<file path="config.mk">
export PLATFORM = sky130hd
export DESIGN_NAME = tile_feeder
export DESIGN_NICKNAME = d
export VERILOG_FILES = /design/src/rtl/tpu_pkg.sv /design/src/rtl/tile_feeder.sv
export SDC_FILE = /design/constraint.sdc
export NUM_CORES = 1
export LEC_CHECK = 0
export ABC_AREA = 1
export CORE_ASPECT_RATIO = 0.75
export CORE_MARGIN = 3
export CORE_UTILIZATION = 35
export DETAILED_ROUTE_END_ITERATION = 10
export PLACE_DENSITY = 0.67
export SYNTH_ARGS = -nofsm -noshare
export SYNTH_HDL_FRONTEND = slang
export SYNTH_SLANG_ARGS = --single-unit
</file>
<file path="constraint.sdc">
create_clock -name clk -period 2.04 [get_ports clk]
set_clock_uncertainty 0.15 [all_clocks]
set_input_delay 0.408 -clock clk [delete_from_list [all_inputs] [get_ports clk]]
set_output_delay 0.408 -clock clk [all_outputs]
set_load 0.005 [all_outputs]
</file>
<file path="src/rtl/tpu_pkg.sv">
// Shared types and constants for the tile feeder.
// State encoding and feed-length helpers.
package tpu_pkg;

  typedef enum logic [1:0] {
    ST_IDLE,
    ST_POP,
    ST_CAPTURE,
    ST_FEED
  } tf_state_e;

  localparam int DEF_SIZE = 2;
  localparam int FEED_LEN = 2 * DEF_SIZE - 1;

  // Skew steps needed to push one SIZE x SIZE tile.
  function automatic int feed_len(input int size);
    return 2 * size - 1;
  endfunction

endpackage

</file>
<file path="src/rtl/tile_feeder.sv">
// Pops one tile from the upstream FIFO and feeds it
// diagonally skewed into a SIZE-row systolic array.
module tile_feeder
  import tpu_pkg::*;
#(
  parameter int SIZE = DEF_SIZE
) (
  input  logic                           clk,
  input  logic                           rst_n,
  input  logic                           run,
  output logic                           pop,
  input  logic                           pop_rdy,
  input  logic [SIZE-1:0][SIZE-1:0][7:0] tile_in,
  output logic                           feed_valid,
  input  logic                           feed_rdy,
  output logic [SIZE-1:0][7:0]           row_data,
  output logic [SIZE-1:0]                row_valid,
  output logic                           done,
  output logic                           busy,
  output logic [15:0]                    tile_count
);

  localparam int LAST = feed_len(SIZE) - 1;
  localparam int KW =
    (SIZE > 1) ? $clog2(2 * SIZE - 1) : 1;

  tf_state_e r_state;
  tf_state_e w_next;

  logic [SIZE-1:0][SIZE-1:0][7:0] r_tile;
  logic [KW-1:0]                  r_k;
  logic [15:0]                    r_count;

  logic w_last;
  logic w_xfer;

  assign w_last = (r_k == KW'(LAST));
  assign w_xfer = (r_state == ST_FEED) && feed_rdy;

  always_ff @(posedge clk or negedge rst_n) begin
    if (!rst_n) begin
      r_state <= ST_IDLE;
    end else begin
      r_state <= w_next;
    end
  end

  always_comb begin
    w_next = r_state;
    unique case (r_state)
      ST_IDLE: begin
        if (run && pop_rdy) begin
          w_next = ST_POP;
        end
      end
      ST_POP: begin
        w_next = ST_CAPTURE;
      end
      ST_CAPTURE: begin
        w_next = ST_FEED;
      end
      ST_FEED: begin
        if (w_xfer && w_last) begin
          w_next = ST_IDLE;
        end
      end
      default: begin
        w_next = ST_IDLE;
      end
    endcase
  end

  always_ff @(posedge clk or negedge rst_n) begin
    if (!rst_n) begin
      r_tile <= '0;
      r_k    <= '0;
    end else if (r_state == ST_CAPTURE) begin
      r_tile <= tile_in;
      r_k    <= '0;
    end else if (w_xfer && !w_last) begin
      r_k <= r_k + KW'(1);
    end
  end

  always_ff @(posedge clk or negedge rst_n) begin
    if (!rst_n) begin
      r_count <= '0;
    end else if (w_xfer && w_last) begin
      r_count <= r_count + 16'd1;
    end
  end

  // Row r sees column k-r of its tile row while in range.
  always_comb begin
    pop        = (r_state == ST_POP);
    busy       = (r_state != ST_IDLE);
    feed_valid = (r_state == ST_FEED);
    done       = w_xfer && w_last;
    row_data   = '0;
    row_valid  = '0;
    if (r_state == ST_FEED) begin
      for (int r = 0; r < SIZE; r++) begin
        for (int c = 0; c < SIZE; c++) begin
          if (int'(r_k) == r + c) begin
            row_data[r]  = r_tile[r][c];
            row_valid[r] = 1'b1;
          end
        end
      end
    end
  end

  assign tile_count = r_count;

endmodule
</file>
==> results of run 1 <==
logic make-up (layout without fill, tap and decap cells):
logic type               count (synthesis)  count (layout)
AO/OA/AOI/OAI                           21              21
XOR/XNOR                                10              10
adder cells (fa/ha/maj)                  9               9
buffers and inverters                   36             142
flip-flops                              52              52
AND/OR/NAND/NOR                        197             198
metal layers:
| metal | track usage | wire length [um] | vias up |
|---|---|---|---|
| met5 | 0 | 0 | - |
| met2 | 0.266 | 3130 | 59 |
| met1 | 0.237 | 3420 | 1120 |
| met3 | 0.0426 | 343 | 8 |
| li1 | - | - | 1210 |
| met4 | 0.0485 | 98 | 0 |
layout by cell type (no fill, tap or decap), types with 2 or more instances in the layout:
cell / synthesis / layout
dlygate4sd2_1: 0 / 3
nand4_1: 4 / 4
inv_1: 25 / 19
ha_1: 9 / 6
ha_2: 0 / 2
clkdlybuf4s50_1: 0 / 51
nor3_1: 3 / 3
a21oi_2: 0 / 12
clkbuf_8: 0 / 5
buf_2: 2 / 18
nor2_1: 11 / 8
xnor2_1: 5 / 5
nand3_1: 12 / 12
a21oi_1: 18 / 6
buf_4: 1 / 24
nor2_2: 2 / 3
nand2_2: 2 / 7
inv_2: 0 / 5
xor2_1: 5 / 5
nor2_8: 2 / 2
nand2_1: 159 / 154
buf_6: 0 / 9
dfrtp_1: 52 / 52
nor2_4: 0 / 3
worst min-delay path, cell delays in order (launching register included):
cell     delay, ps
dfrtp_1        350
nand2_1         50
nand2_1         50
path summary, 6_finish.rpt:
| check | startpoint | end | slack (ps) |
|---|---|---|---|
| setup / recovery | r_k[0]$_DFFE_PN0P_ | row_data[12] | -180 |
| hold / removal | r_tile[27]$_DFFE_PN0P_ | r_tile[27]$_DFFE_PN0P_ | 330 |
| max in group asynchronous | rst_n | tile_count[13]$_DFFE_PN0P_ | 1020 |
| min in group asynchronous | rst_n | tile_count[14]$_DFFE_PN0P_ | 470 |
| hold reg to reg | r_tile[27]$_DFFE_PN0P_ | r_tile[27]$_DFFE_PN0P_ | 330 |
| setup reg to reg | r_k[0]$_DFFE_PN0P_ | tile_count[6]$_DFFE_PN0P_ | 120 |
final cells by class:
type	instances	area, sq um	area share
Sequential cell	52	1300	0.343
Multi-Input combinational cell	238	1230	0.325
Timing Repair Buffer	109	962	0.253
Tap cell	98	123	0.0323
Inverter	26	101	0.0267
Clock buffer	6	72.6	0.0191
Clock inverter	1	5.00	0.00132
report_power, final:
| part | leakage, nW | total [mW] | internal, mW | switching (mW) |
|---|---|---|---|---|
| logic | 1.26 | 2.41 | 1.11 | 1.30 |
| clock network | 0.0410 | 0.560 | 0.234 | 0.326 |
| registers | 0.650 | 1.66 | 1.42 | 0.243 |
registers in the layout, summed over array words and instances, names as in the netlist:
name,flops
r_k,2
tile_count,16
r_tile,32
r_state,2
stage by stage:
stage          power (mW)  hold WS (ps)   util  setup TNS [ps]  cells
6_report             4.63           330  0.546           -2230    530
5_1_grt              5.05           366  0.546           -4100    530
4_1_cts              4.52           332  0.535           -2550    526
3_5_place_dp         3.73           276  0.511           -3120    508
3_3_place_gp         3.67           276  0.511           -2380    508
2_1_floorplan        2.74         -37.6      -               0    325
what timing repair did:
action / 4_1_cts / 5_1_grt
cloned: 0 / 1
gates resized for setup: 102 / 14
endpoints found under the setup margin: 22 / 22
pin swaps: 5 / 5
hold endpoints to repair: 52 / 0
setup buffers: 10 / 3
hold buffers: 1 / 0
==> results.txt, run 1 <==
maxcap violations: 0
failing checks: setup timing
clock root buffer: clkbuf_8
Fmax: 449 MHz
Top cell by count, worst path: buf_6
post-synthesis mux area share: 0
status: finished, violations left
H-tree depth: 2
top cell type's share of synthesized area: 0.506
yosys warns: 0
VDD IR max: 0.622 mV
Num CTS Buffers: 5
LEAKAGE: 1.95 nW
max-slew violation count: 0
relative slew slack: 0.744
Crit path depth: 10
CP Max Fanout: 3
dominant cell type by area after synthesis: dfrtp_1
PwrDens: 1220 mW/mm^2
delay-heaviest family, CP: buffers and inverters
TritonCTS clock tree: built
setup violators final: 18
worst hold stages: 2
Post-Synth XOR/XNOR Area: 0.0340
Clock Path Buffers: 2
Yosys reg bits: 52
syn avg cell area: 7.92 sq um
Syn Std Cell Area: 0.00257 sq mm
Compound-Gate Fraction of Synth Area: 0.0418
Clock Latency Late Sink: 300 ps
Async SR Flop Fraction: 1.00
Final Hold Vio Count: 0
fin area: 0.00380 sq mm
RSZ-0062 raised after global routing: true
Via density: 4.52
Ant. Diodes: 0
Worst Hold Class: reg -> reg
Post-Route WL: 7.00 mm
Buffers & Inverters on Critical Path: 6
post-layout net count: 478
num ports: 75
Chip Height: 80.2 um
Initial Util: 0.370
Worst setup SP type: flop
largest net degree at the start of global routing: 53
FILL cells: 664
post-layout min period: 2220 ps
Core Footprint: 0.00696 sq mm
Synth top cells by count: nand2_1 (159), dfrtp_1 (52), inv_1 (25), a21oi_1 (18), nand3_1 (12)
Final ANT Viol Nets: 0
port bufs: 74
slew of the pin with the lowest slew margin: 382 ps
Synth Flop Type: dfrtp_1
sequential element share of the synthesized area: 0.506
Sink Count: 52
GPL Wtd Cong: 0.889
Synth Net Count: 371
antenna violations before repair: 0
crit path cell chain: buf_6 > ha_4 > inv_2 > nor2_4 > buf_6 > buf_6 > buf_6 > nand2_2 > a21oi_2 > buf_2
first-pass GRT wire length: 11.5 mm
DRC: 0
Synth area leaders: dfrtp_1 (51%), nand2_1 (23%), ha_1 (4.4%)
share of post-route cells with drive strength above 1: 0.222
Crit Path Category: reg -> out
Row Count: 26
Reg clk slew, reported paths: 90 ps
Final HPWL DP: 4.77 mm
Post-DP Area: 0.00356 sq mm
Area growth, synth to finish: 47.7%
vias: 2397
Syn Inst Count: 325
Die ar.: 0.00843 sq mm
die width: 105 um
adder-cell share of the synthesized area: 0.0438
DR iter-0 viols: 107
most frequent cell after synthesis: nand2_1
CP Capture Type: output pin
data arrival time at the worst-slack endpoint: 1670 ps
final worst slack: -185 ps
main combinational cell family by area after synthesis: simple AND/OR/NAND/NOR gates
Cell variety after synth: 24
Reg2Reg Depth: 10
vias in the first global route: 2363
DP Worst Slack: -255 ps
Tot GR Track Use: 0.171
First-pass DRT Iterations: 4
CP max stage cell: dfrtp_1
EDFF count, synth: 0
GRT overflow: 0
simple-gate area share of the yosys netlist: 0.320
final period utilization: 1.09
drt wl/cell: 13.2 um
Crit path required time: 1480 ps
Worst path max stage delay: 420 ps
(Power assumes the default switching activity.)
==> run 2: changes to the inputs <==
Settings changed: CTS_CLUSTER_DIAMETER set to 150.
==> results of run 2 <==
Same layout as run 1: the final DEF is identical, and so are final timing and power.
==> run 3: changes to the inputs <==
Settings changed: PLACE_DENSITY 0.67 to 0.69, SKIP_LAST_GASP set to 1.
Clock period 2.04 ns to 1.9 ns, I/O delays scaled along.
==> run 3 against run 2 <==
The flow still finishes with violations (setup timing). Combinational power grew 14%. Die area is the same. Count of clock-buffer cells in the layout grew 1. Via count is essentially flat. Worst setup slack lost 120 ps. First-iteration DRC count shrank 13%. Power grew 12%. Critical path depth shrank 1. Register-to-register slack lost 160 ps. Core utilization grew 2.6 points. Non-clock buffer count grew 5. Global-route usage shrank 0.97 points.
==> results.txt, run 3 (synthesis results as in run 1) <==
Num CTS Buffers: 5 (unchanged)
Setup TNS: -4000 ps (-1780 ps)
most frequent cells in the layout: nand2_1 (154), dfrtp_1 (52), clkdlybuf4s50_1 (51)
Clock Latency Late Sink: 300 ps (about the same)
DP Worst Slack: -342 ps (-87.0 ps)
vias: 2398 (+0.042%)
Reg clk slew, reported paths: 100 ps (about the same)
VDD IR max: 0.748 mV (+20%)
DR iter-0 viols: 93 (-13%)
GRT met1 Usage: 0.229 (-0.00861)
clock root buffer: clkbuf_8
final period utilization: 1.16
Worst setup SP type: flop
final core occ: 0.572 (+0.0259)
num ports: 75 (unchanged)
LEAKAGE: 1.99 nW (+2.0%)
TritonCTS clock tree: built
FILL cells: 648 (-2.4%)
CP Capture Type: output pin
slew of the pin with the lowest slew margin: 486 ps (+104 ps)
Initial Util: 0.370 (unchanged)
Final Hold Vio Count: 0 (unchanged)
Fmax: 454 MHz
setup violators final: 22 (+4)
post-layout net count: 483 (+1.0%)
GRT overflow: 0 (unchanged)
die width: 105 um (unchanged)
Final Total Pwr: 5.19 mW (+12%)
data arrival time at the worst-slack endpoint: 1670 ps (about the same)
maxcap violations: 0 (unchanged)
port bufs: 74 (unchanged)
Ant. Diodes: 0 (unchanged)
relative slew slack: 0.675 (-0.0694)
max-slew violation count: 0 (unchanged)
Tot GR Track Use: 0.161 (-0.00965)
DRC: 0 (unchanged)
antenna violations before repair: 0 (unchanged)
First-pass DRT Iterations: 4 (unchanged)
final worst slack: -304 ps (-119 ps)
Final ANT Viol Nets: 0 (unchanged)
largest net degree at the start of global routing: 53 (unchanged)
Row Count: 26 (unchanged)
Largest Register: r_tile
Crit path required time: 1370 ps (-110 ps)
Clock Path Buffers: 2 (unchanged)
GPL Wtd Cong: 0.823 (-7.4%)
H-tree depth: 2 (unchanged)
Worst Hold Class: reg -> reg
Crit Path Category: reg -> out
max reg flops: 32 (unchanged)
post-layout min period: 2200 ps
Die ar.: 0.00843 sq mm (unchanged)
met3 Usage GRT: 0.0337 (-0.00884)
commonest non-fill, non-tap cell in the layout: nand2_1
share of post-route cells with drive strength above 1: 0.259 (+0.0364)
Sink Count: 52 (unchanged)
Post-Route WL: 7.12 mm (+1.7%)
met2 Usage GRT: 0.257 (-0.00896)
gr busiest metal: met2
failing checks: setup timing
CP Max Fanout: 5 (+2)
Core Footprint: 0.00696 sq mm (unchanged)
Chip Height: 80.2 um (unchanged)
first-pass GRT wire length: 10.9 mm (-4.9%)
status: finished, violations left
drt wl/cell: 13.3 um (+0.75%)
Register Area: 0.00130 sq mm (unchanged)
Via density: 4.48 (-0.89%)
Multi-input gate area: 0.00134 sq mm (+8.2%)
Area growth, synth to finish: 54.7%
RSZ-0062 raised after global routing: true
Final HPWL DP: 4.79 mm (+0.35%)
vias in the first global route: 2281 (-3.5%)
PwrDens: 1310 mW/mm^2 (+7.1%)
Post-DP Area: 0.00357 sq mm (+0.42%)
fin area: 0.00398 sq mm (+4.7%)
==> run 3: changes by cell type in the layout (fill, tap and decap cells not counted), moves of 4 or more <==
cell / change
a21oi_1: +4
nand3_1: -8
nand3_2: +7
a21oi_2: -4
ha_4: +4
==> run 3: final timing paths <==
kind	from	end	slack [ps]	cells past startpoint
setup / recovery	r_k[0]$_DFFE_PN0P_	row_data[15]	-300	9
hold / removal	r_tile[5]$_DFFE_PN0P_	r_tile[5]$_DFFE_PN0P_	330	2
setup reg to reg	r_k[0]$_DFFE_PN0P_	tile_count[6]$_DFFE_PN0P_	-40	10
hold reg to reg	r_tile[5]$_DFFE_PN0P_	r_tile[5]$_DFFE_PN0P_	330	2
max in group asynchronous	rst_n	r_tile[19]$_DFFE_PN0P_	900	3
min in group asynchronous	rst_n	tile_count[12]$_DFFE_PN0P_	440	3
==> run 3: repair_timing <==
item | in CTS | in global routing
hold buffers | 1 | 0
pin swaps | 5 | 11
hold endpoints to repair | 52 | 0
setup buffers | 11 | 5
resized for setup | 108 | 38
endpoints found under the setup margin | 30 | 34
gates cloned | 0 | 2
==> run 3: area by class of cell <==
type / count / area share
repair buffers: 114 / 0.255
multi-input cells: 238 / 0.336
flip-flops and latches: 52 / 0.327
well taps: 98 / 0.0308
clock buffers: 7 / 0.0242
inverters: 26 / 0.0274
==> run 3: stage by stage <==
| step | std cells | hold WS (ps) |
|---|---|---|
| 2_1_floorplan | 325 | -65.6 |
| 3_3_place_gp | 510 | 245 |
| 3_5_place_dp | 510 | 248 |
| 4_1_cts | 528 | 332 |
| 5_1_grt | 535 | 344 |
| 6_report | 535 | 329 |
==> run 3: worst max-delay path, cell delays in order (launching register included) <==
cell and delay, ps:
dfrtp_1 420, buf_6 120, ha_4 150, inv_2 40, nor2_1 70, buf_4 150, buf_6 120, nand2_2 50
a21oi_2 120, buf_2 130
==> run 3: routing by layer <==
metal  part of all wire  routed length [um]
met1               0.49                3520
met2               0.46                3310
met3              0.037                 263
met4             0.0044                  31
met5                  0                   0
==> run 3: where the power goes <==
group,internal [mW],total [mW],switching [mW]
clock network,0.325,0.675,0.349
logic,1.29,2.74,1.45
registers,1.52,1.78,0.257
